**src/rtl/chan_fifo_if.sv**
```systemverilog
// Write-side valid/ready channel plus read-side pull port of chan_fifo.
// Signal names match the pull2chan port names so the read side wires straight across.
interface chan_fifo_if #(
  parameter int WIDTH      = 8,
  parameter int DEPTH_LOG2 = 4
);
  logic [WIDTH-1:0]    idata;
  logic                ivalid;
  logic                iready;
  logic [WIDTH-1:0]    odata;
  logic                oempty;
  logic                orden;
  logic [DEPTH_LOG2:0] ocount;

  modport slave (
    input  idata, ivalid, orden,
    output iready, odata, oempty, ocount
  );

  modport master (
    output idata, ivalid, orden,
    input  iready, odata, oempty, ocount
  );
endinterface

```
**src/rtl/chan_fifo.sv**
```systemverilog
// Synchronous FIFO: valid/ready write channel in, empty/read-enable pull port out.
// Sustains one push and one pop per clock; oempty looks ahead past an in-flight read.
module chan_fifo #(
  parameter int WIDTH      = 8,
  parameter int DEPTH_LOG2 = 4
) (
  input logic        clock,
  input logic        resetn,
  chan_fifo_if.slave bus
);
  localparam int DEPTH = 1 << DEPTH_LOG2;
  localparam logic [DEPTH_LOG2:0] FULL = {1'b1, {DEPTH_LOG2{1'b0}}};

  logic [WIDTH-1:0]      mem [DEPTH];
  logic [DEPTH_LOG2-1:0] wr_ptr, rd_ptr;
  logic [DEPTH_LOG2:0]   count, count_nxt;
  logic                  iready_q;
  logic                  push, pop;

  assign push = bus.ivalid && iready_q;
  assign pop  = bus.orden && (count != '0);

  always_comb begin
    count_nxt = count;
    if (push && !pop)      count_nxt = count + 1'b1;
    else if (pop && !push) count_nxt = count - 1'b1;
  end

  // iready is registered from the next count, so a pop at full only reopens
  // the write side one cycle later.
  always_ff @(posedge clock or negedge resetn) begin
    if (!resetn) begin
      wr_ptr   <= '0;
      rd_ptr   <= '0;
      count    <= '0;
      iready_q <= 1'b1;
    end else begin
      if (push) wr_ptr <= wr_ptr + 1'b1;
      if (pop)  rd_ptr <= rd_ptr + 1'b1;
      count    <= count_nxt;
      iready_q <= (count_nxt < FULL);
    end
  end

  // Storage holds no reset: contents are don't-care until written.
  always_ff @(posedge clock) begin
    if (push) mem[wr_ptr] <= bus.idata;
  end

  // Head word is read straight from storage; rd_ptr only moves on a pop and
  // the head slot is only written when the queue is empty, so odata is stable
  // between those events.
  assign bus.odata  = mem[rd_ptr];
  assign bus.oempty = (count == '0) || ((count == {{DEPTH_LOG2{1'b0}}, 1'b1}) && bus.orden);
  assign bus.iready = iready_q;
  assign bus.ocount = count;
endmodule
```
**src/flat_wrapper.sv**
```systemverilog
// flat-port wrapper written by rule: the top's interface ports become plain ports
module chan_fifo_flat 
#(
  parameter int WIDTH      = 8,
  parameter int DEPTH_LOG2 = 4
)
  (clock, resetn, bus_idata, bus_ivalid, bus_orden, bus_iready, bus_odata, bus_oempty, bus_ocount);
  chan_fifo_if #(.WIDTH(WIDTH), .DEPTH_LOG2(DEPTH_LOG2)) bus_i ();
  input logic clock;
  input logic resetn;
  input wire logic [$bits(bus_i.idata)-1:0] bus_idata;
  input wire logic [$bits(bus_i.ivalid)-1:0] bus_ivalid;
  input wire logic [$bits(bus_i.orden)-1:0] bus_orden;
  output wire logic [$bits(bus_i.iready)-1:0] bus_iready;
  output wire logic [$bits(bus_i.odata)-1:0] bus_odata;
  output wire logic [$bits(bus_i.oempty)-1:0] bus_oempty;
  output wire logic [$bits(bus_i.ocount)-1:0] bus_ocount;
  assign bus_i.idata = bus_idata;
  assign bus_i.ivalid = bus_ivalid;
  assign bus_i.orden = bus_orden;
  assign bus_iready = bus_i.iready;
  assign bus_odata = bus_i.odata;
  assign bus_oempty = bus_i.oempty;
  assign bus_ocount = bus_i.ocount;
  chan_fifo #(.WIDTH(WIDTH), .DEPTH_LOG2(DEPTH_LOG2)) u_core (.clock(clock), .resetn(resetn), .bus(bus_i));
endmodule
```
**config.mk**
```make
export PLATFORM = sky130hd
export DESIGN_NAME = chan_fifo_flat
export DESIGN_NICKNAME = d
export VERILOG_FILES = /design/src/rtl/chan_fifo_if.sv /design/src/rtl/chan_fifo.sv /design/src/flat_wrapper.sv
export SDC_FILE = /design/constraint.sdc
export NUM_CORES = 1
export LEC_CHECK = 0
export ABC_AREA = 1
export CAP_MARGIN = 40
export CORE_MARGIN = 8
export CORE_UTILIZATION = 56
export DETAILED_ROUTE_END_ITERATION = 16
export PLACE_DENSITY = 0.74
export RECOVER_POWER = 100
export SLEW_MARGIN = 20
export SYNTH_ARGS = -nofsm -noshare
export SYNTH_HDL_FRONTEND = slang
export SYNTH_SLANG_ARGS = --single-unit
```
**constraint.sdc**
```tcl
create_clock -name clock -period 3.64 [get_ports clock]
set_input_delay 0.91 -clock clock [delete_from_list [all_inputs] [get_ports clock]]
set_output_delay 0.91 -clock clock [all_outputs]
set_load 0.05 [all_outputs]
```
Yosys cells after proc, flatten, opt, wreduce, memory -nomap -nowiden
Memories as Yosys holds them, arrays and structs flattened.
Cells that the tools add are included.
{"block": "totals", "register_bits": 14, "out_inout_bits": 15, "n_memories": 1, "in_bits": 12, "ramBits": 128, "word_cells": 25}
{"memory": "u_core.mem", "words": 16, "word_bits": 8, "rd": 1, "rd_ports_with_merged_regs": 0, "wr": 1, "line_no": "chan_fifo.sv:14", "rtl": "logic [WIDTH-1:0] mem [DEPTH];"}
{"block": "op_classes", "muxes": 4, "eq_ne": 1, "order_cmp": 1, "reduce_logical": 10, "add_sub_neg": 4}
{"cell": "two-way mux 5 bit", "count": 2}
{"cell": "adder 4 x 1 -> 4 bit (second input constant)", "count": 2}
{"cell": "adder 5 x 1 -> 5 bit (second input constant)", "count": 1}
{"cell": "equality test 5 x 1 -> 1 bit (second input constant)", "count": 1}
{"cell": "logical AND 1 bit", "count": 5}
{"cell": "logical NOT 5 bit", "count": 1}
{"cell": "< comparator 5 bit (second input constant)", "count": 1}
{"cell": "nonzero test 5 bit", "count": 1}
{"cell": "subtractor 5 x 1 -> 5 bit (second input constant)", "count": 1}
{"cell": "logical NOT 1 bit", "count": 2}
{"cell": "two-way mux 1 bit", "count": 2}
{"cell": "logical OR 1 bit", "count": 1}

Longest topological paths before layout
{"block": "depth", "ltp_word": 6, "mapped_depth": 12, "mapped_depth_nobuf": 12}

Least setup slack after synthesis
Ideal clock, no wire load.
{"block": "synth_path", "kind": "flip-flop to output port", "start": "register u_core.count[0] (netlist: u_core.bus.ocount[0])", "end": "output port bus_oempty", "required_ps": 2730, "path_buffers": 0, "t_arrival_ps": 1483, "stages_incl_launch_ff": 5, "setup_slack_ps": 1247, "path_cell_list": "dfrtp_1 > inv_1 > ha_1 > nand3_1 > nand2_1"}
{"block": "synth_via", "elab_chain_cells": 3, "word_cells_on_any_way": 4, "cone_classes": "eq/ne (1); reduce/logical (3)"}
{"item": "from (decl)", "line_no": "chan_fifo.sv:16", "rtl": "logic [DEPTH_LOG2:0] count, count_nxt;"}
{"item": "from (signal assigned)", "line_no": "chan_fifo.sv:40", "rtl": "count <= count_nxt;"}
{"item": "equality test 5 x 1 -> 1 bit", "line_no": "chan_fifo.sv:54", "rtl": "assign bus.oempty = (count == '0) || ((count == {{DEPTH_LOG2{1'b0}}, 1'b1}) && bus.orden);"}
{"item": "logical AND 1 bit", "line_no": "chan_fifo.sv:54"}
{"item": "logical OR 1 bit *", "line_no": "chan_fifo.sv:54"}
{"item": "to (decl)", "line_no": "flat_wrapper.sv:16", "rtl": "output wire logic [$bits(bus_i.oempty)-1:0] bus_oempty;"}
Mark *: on every way between the ends. The rest lies on a longest branch, timed or not.

Worst setup path after layout
{"block": "layout_path", "start": "register u_core.rd_ptr[0]", "end": "output port bus_odata[0]"}
{"block": "layout_via", "elab_chain_cells": 1}
{"item": "from (decl)", "line_no": "chan_fifo.sv:15", "rtl": "logic [DEPTH_LOG2-1:0] wr_ptr, rd_ptr;"}
{"item": "from (signal assigned)", "line_no": "chan_fifo.sv:39", "rtl": "if (pop) rd_ptr <= rd_ptr + 1'b1;"}
{"item": "memory (16 x 8 bit)"}
{"item": "to (decl)", "line_no": "flat_wrapper.sv:15", "rtl": "output wire logic [$bits(bus_i.odata)-1:0] bus_odata;"}
Every way passes these cells.

==> reports/qor.txt <==
Status: complete, no violations
Congestion Overflow GR: 0
Aggregate routed wire length: 13900 um
Fin Clk Skew: 0.00541 ns
Main combinational cell family by area after synthesis: simple AND/OR/NAND/NOR gates
Detailed Route Iter0 Violations: 406
Simple-Gate Fraction of Synth Area: 22.3%
Post-synthesis mux area share: 0%
Reg-to-Reg Start: u_core.bus.ocount[0]
Relative slew margins: 38.6%
Die area: 14700 um2
Worst EP required: 2.73 ns
Reg2reg end: u_core.bus.ocount[2]
CTS tree: done
WS Path Type: flip-flop to output port
Mapped Avg Cell Area: 10.4 um2
Final Wtd Congestion: 0.887
Worst R2R Setup Slack: 1.52 ns
Drt first pass iters: 7
RSZ-0062 raised after global routing: false
Hold Path Depth: 1
Worst-path clk slew: 0.06 ns
GRT Total Usage: 20.1%
Type of element capturing the critical path: output port
CTS buffer count: 17
Worst slew pin tran: 0.922 ns
Hold-fix buffers, CTS: 0
Average wire per cell in the routed design: 17.9 um
Initial Util: 57.4%
Cell variety after synth: 26
Share of layout cells above drive strength 1: 8.14%
Post_cts resized: 0
Top-Level Pins: 27
P&R area growth vs syn: 15.3%
Worst EP arrival: 2.47 ns
Fin crit share: 92.9%
Final setup viols: 0
Setup_tns: 0 ns
Cell row count: 38
Peak VDD IR: 468 uV
# Post-CTS Setup Buffers: 0
Hold Slack: 0.551 ns
Hold_sp: u_core.wr_ptr[3]
Slowest CP cell: buf_4
Deepest clock path buffer count: 2
Sequential fraction of the synthesis area: 67.4%
CTS H-tree depth: 4
Die height: 121 um
Compound-Gate Fraction of Synth Area: 2.23%
Reg2reg path depth: 12
Leakage: 2.94 nW
Largest net degree at the start of global routing: 82
CTS root buffer: clkbuf_8
Residual DRC count: 0
Clock latency on the worst-skew pair: 0.53 ns
Post-synthesis adder-cell area fraction: 2.21%
Number of port buffers: 26
Post-synth top area cell: edfxtp_1
Worst-path cell chain: buf_4 > nand2_1 > nand2_1 > a21oi_1 > nor2_1 > nand2_1 > nand2_1 > clkbuf_2
DRT antenna net count: 0
Vias in the first global route: 4139
Endpoint, Worst Hold: u_core.wr_ptr[3]
CP Buf/Inv Count: 2
Post-synthesis cell area: 6220 um2
Largest stage delay, worst path: 0.61 ns
Startpoint Class: flip-flop
# clock sinks: 142
Endpoints failing hold: 0
Max Freq: 296 MHz
Pwr dens: 889 nW/um2
Worst-path maximum fanout: 81
Antenna violations before repair: 0
Cells after Synth: 599
ANT cells: 0
Seq cells post-synth: 142
Nets: 649
Post-DP HPWL: 8970 um
Die width: 121 um
Net count after synthesis: 622
Via count: 4257
Max_cap viols: 0
Xor/xnor share of the synthesized area: 0.704%
Ys Warns: 0
HP Class: flip-flop to flip-flop
Delay-heaviest family, CP: buffers and inverters
Tmin final: 3.38 ns
Vias per Instance: 5.46
Slew Viols, Final: 0
Pwr Total: 6.37 mW
Core box area: 10800 um2
First-pass GRT wire length: 21900 um
CP most frequent cell: nand2_1
Yosys top cell area share: 61.8%
Top post-synthesis cells by area: edfxtp_1, nand2_1, dfrtp_1
## logic make-up (layout without fill, tap and decap cells)
kind of cell	after synthesis	after routing
AND/OR/NAND/NOR	346	346
AO/OA/AOI/OAI	23	23
flip-flops	142	142
adder cells (fa/ha/maj)	11	11
XOR/XNOR	5	5
buffers and inverters	72	112
## report_power, final
| group | internal, mW | leakage, nW | switching (mW) |
|---|---|---|---|
| combinational | 0.649 | 1.32 | 1.77 |
| sequential | 2.00 | 1.33 | 0.126 |
| clock | 1.18 | 0.297 | 0.643 |
## cells in the final DEF, fill, tap and decap left out, types with 2 or more instances in the layout
| cell | instances |
|---|---|
| clkinvlp_4 | 4 |
| buf_4 | 3 |
| bufinv_16 | 5 |
| clkbuf_2 | 6 |
| dlygate4sd3_1 | 16 |
| dfrtp_1 | 12 |
| clkinv_4 | 2 |
| clkbuf_1 | 3 |
| edfxtp_1 | 128 |
| ha_1 | 11 |
| clkbuf_16 | 16 |
| o21ai_0 | 2 |
| nand4_1 | 3 |
| o211ai_1 | 8 |
| xor2_1 | 5 |
| nand3_1 | 52 |
| nor2_1 | 56 |
| inv_1 | 45 |
| o21ai_1 | 2 |
| inv_2 | 4 |
| a21oi_1 | 9 |
| buf_12 | 2 |
| nand2_1 | 231 |
| clkinv_2 | 2 |
## worst max-delay path by stage
| stage | depth (start not counted) | start | slack (ns) | endpoint |
|---|---|---|---|---|
| global placement | 5 | bus_ivalid | 0.84 | u_core.mem[10][3] |
| floorplan | 4 | u_core.bus.ocount[0] | 1.25 | bus_oempty |
| finish | 8 | u_core.rd_ptr[0] | 0.26 | bus_odata[0] |
| CTS | 8 | u_core.rd_ptr[0] | 0.32 | bus_odata[3] |
| detailed placement | 5 | bus_ivalid | 0.79 | u_core.mem[10][2] |
| global route | 9 | u_core.rd_ptr[0] | 0.09 | bus_odata[0] |
## stage by stage
step,setup slack [ns],utilization (%),cells,instance area [um2]
finish,0.259,66.1,779,7170
global route,0.0866,66.1,779,7170
CTS,0.320,67.0,778,7260
detailed placement,0.790,61.1,746,6630
global placement,0.838,61.1,746,6630
floorplan,1.25,-,599,6220
## flip-flops by register name, indices dropped and copies added, names as in the netlist, named ones only
name and count:
u_core.mem 128, u_core.bus.ocount 4, u_core.rd_ptr 4, u_core.wr_ptr 4
u_core.bus.iready 1
## synthesized netlist by cell type (all sizes together)
master and instances:
xor2 5, dfstp 1, nor2 58, inv 49, nand4 3, a21oi 9, or2 1, nand2 232
o21ai 4, nand3 52, a22oi 1, clkinv 1, buf 21, clkbuf 1, o22ai 1, dfrtp 13
o211ai 8, edfxtp 128, ha 11
## per-layer routing
metal,GRT usage [%],vias up,share of wire [%]
met5,0,-,0
met4,10.9,0,3.2
met3,6.10,39,8.6
met2,30.0,205,46
met1,25.9,1980,43
li1,-,2033,-
## layout make-up
type,instances,area (um2)
sequential,142,4200
fill,833,3670
multi-input combinational,385,1710
clock buffer,18,418
timing repair buffer,30,270
clock inverter,14,216
inverter,50,188
tap,140,175
Power figures use the tool's default switching activity.
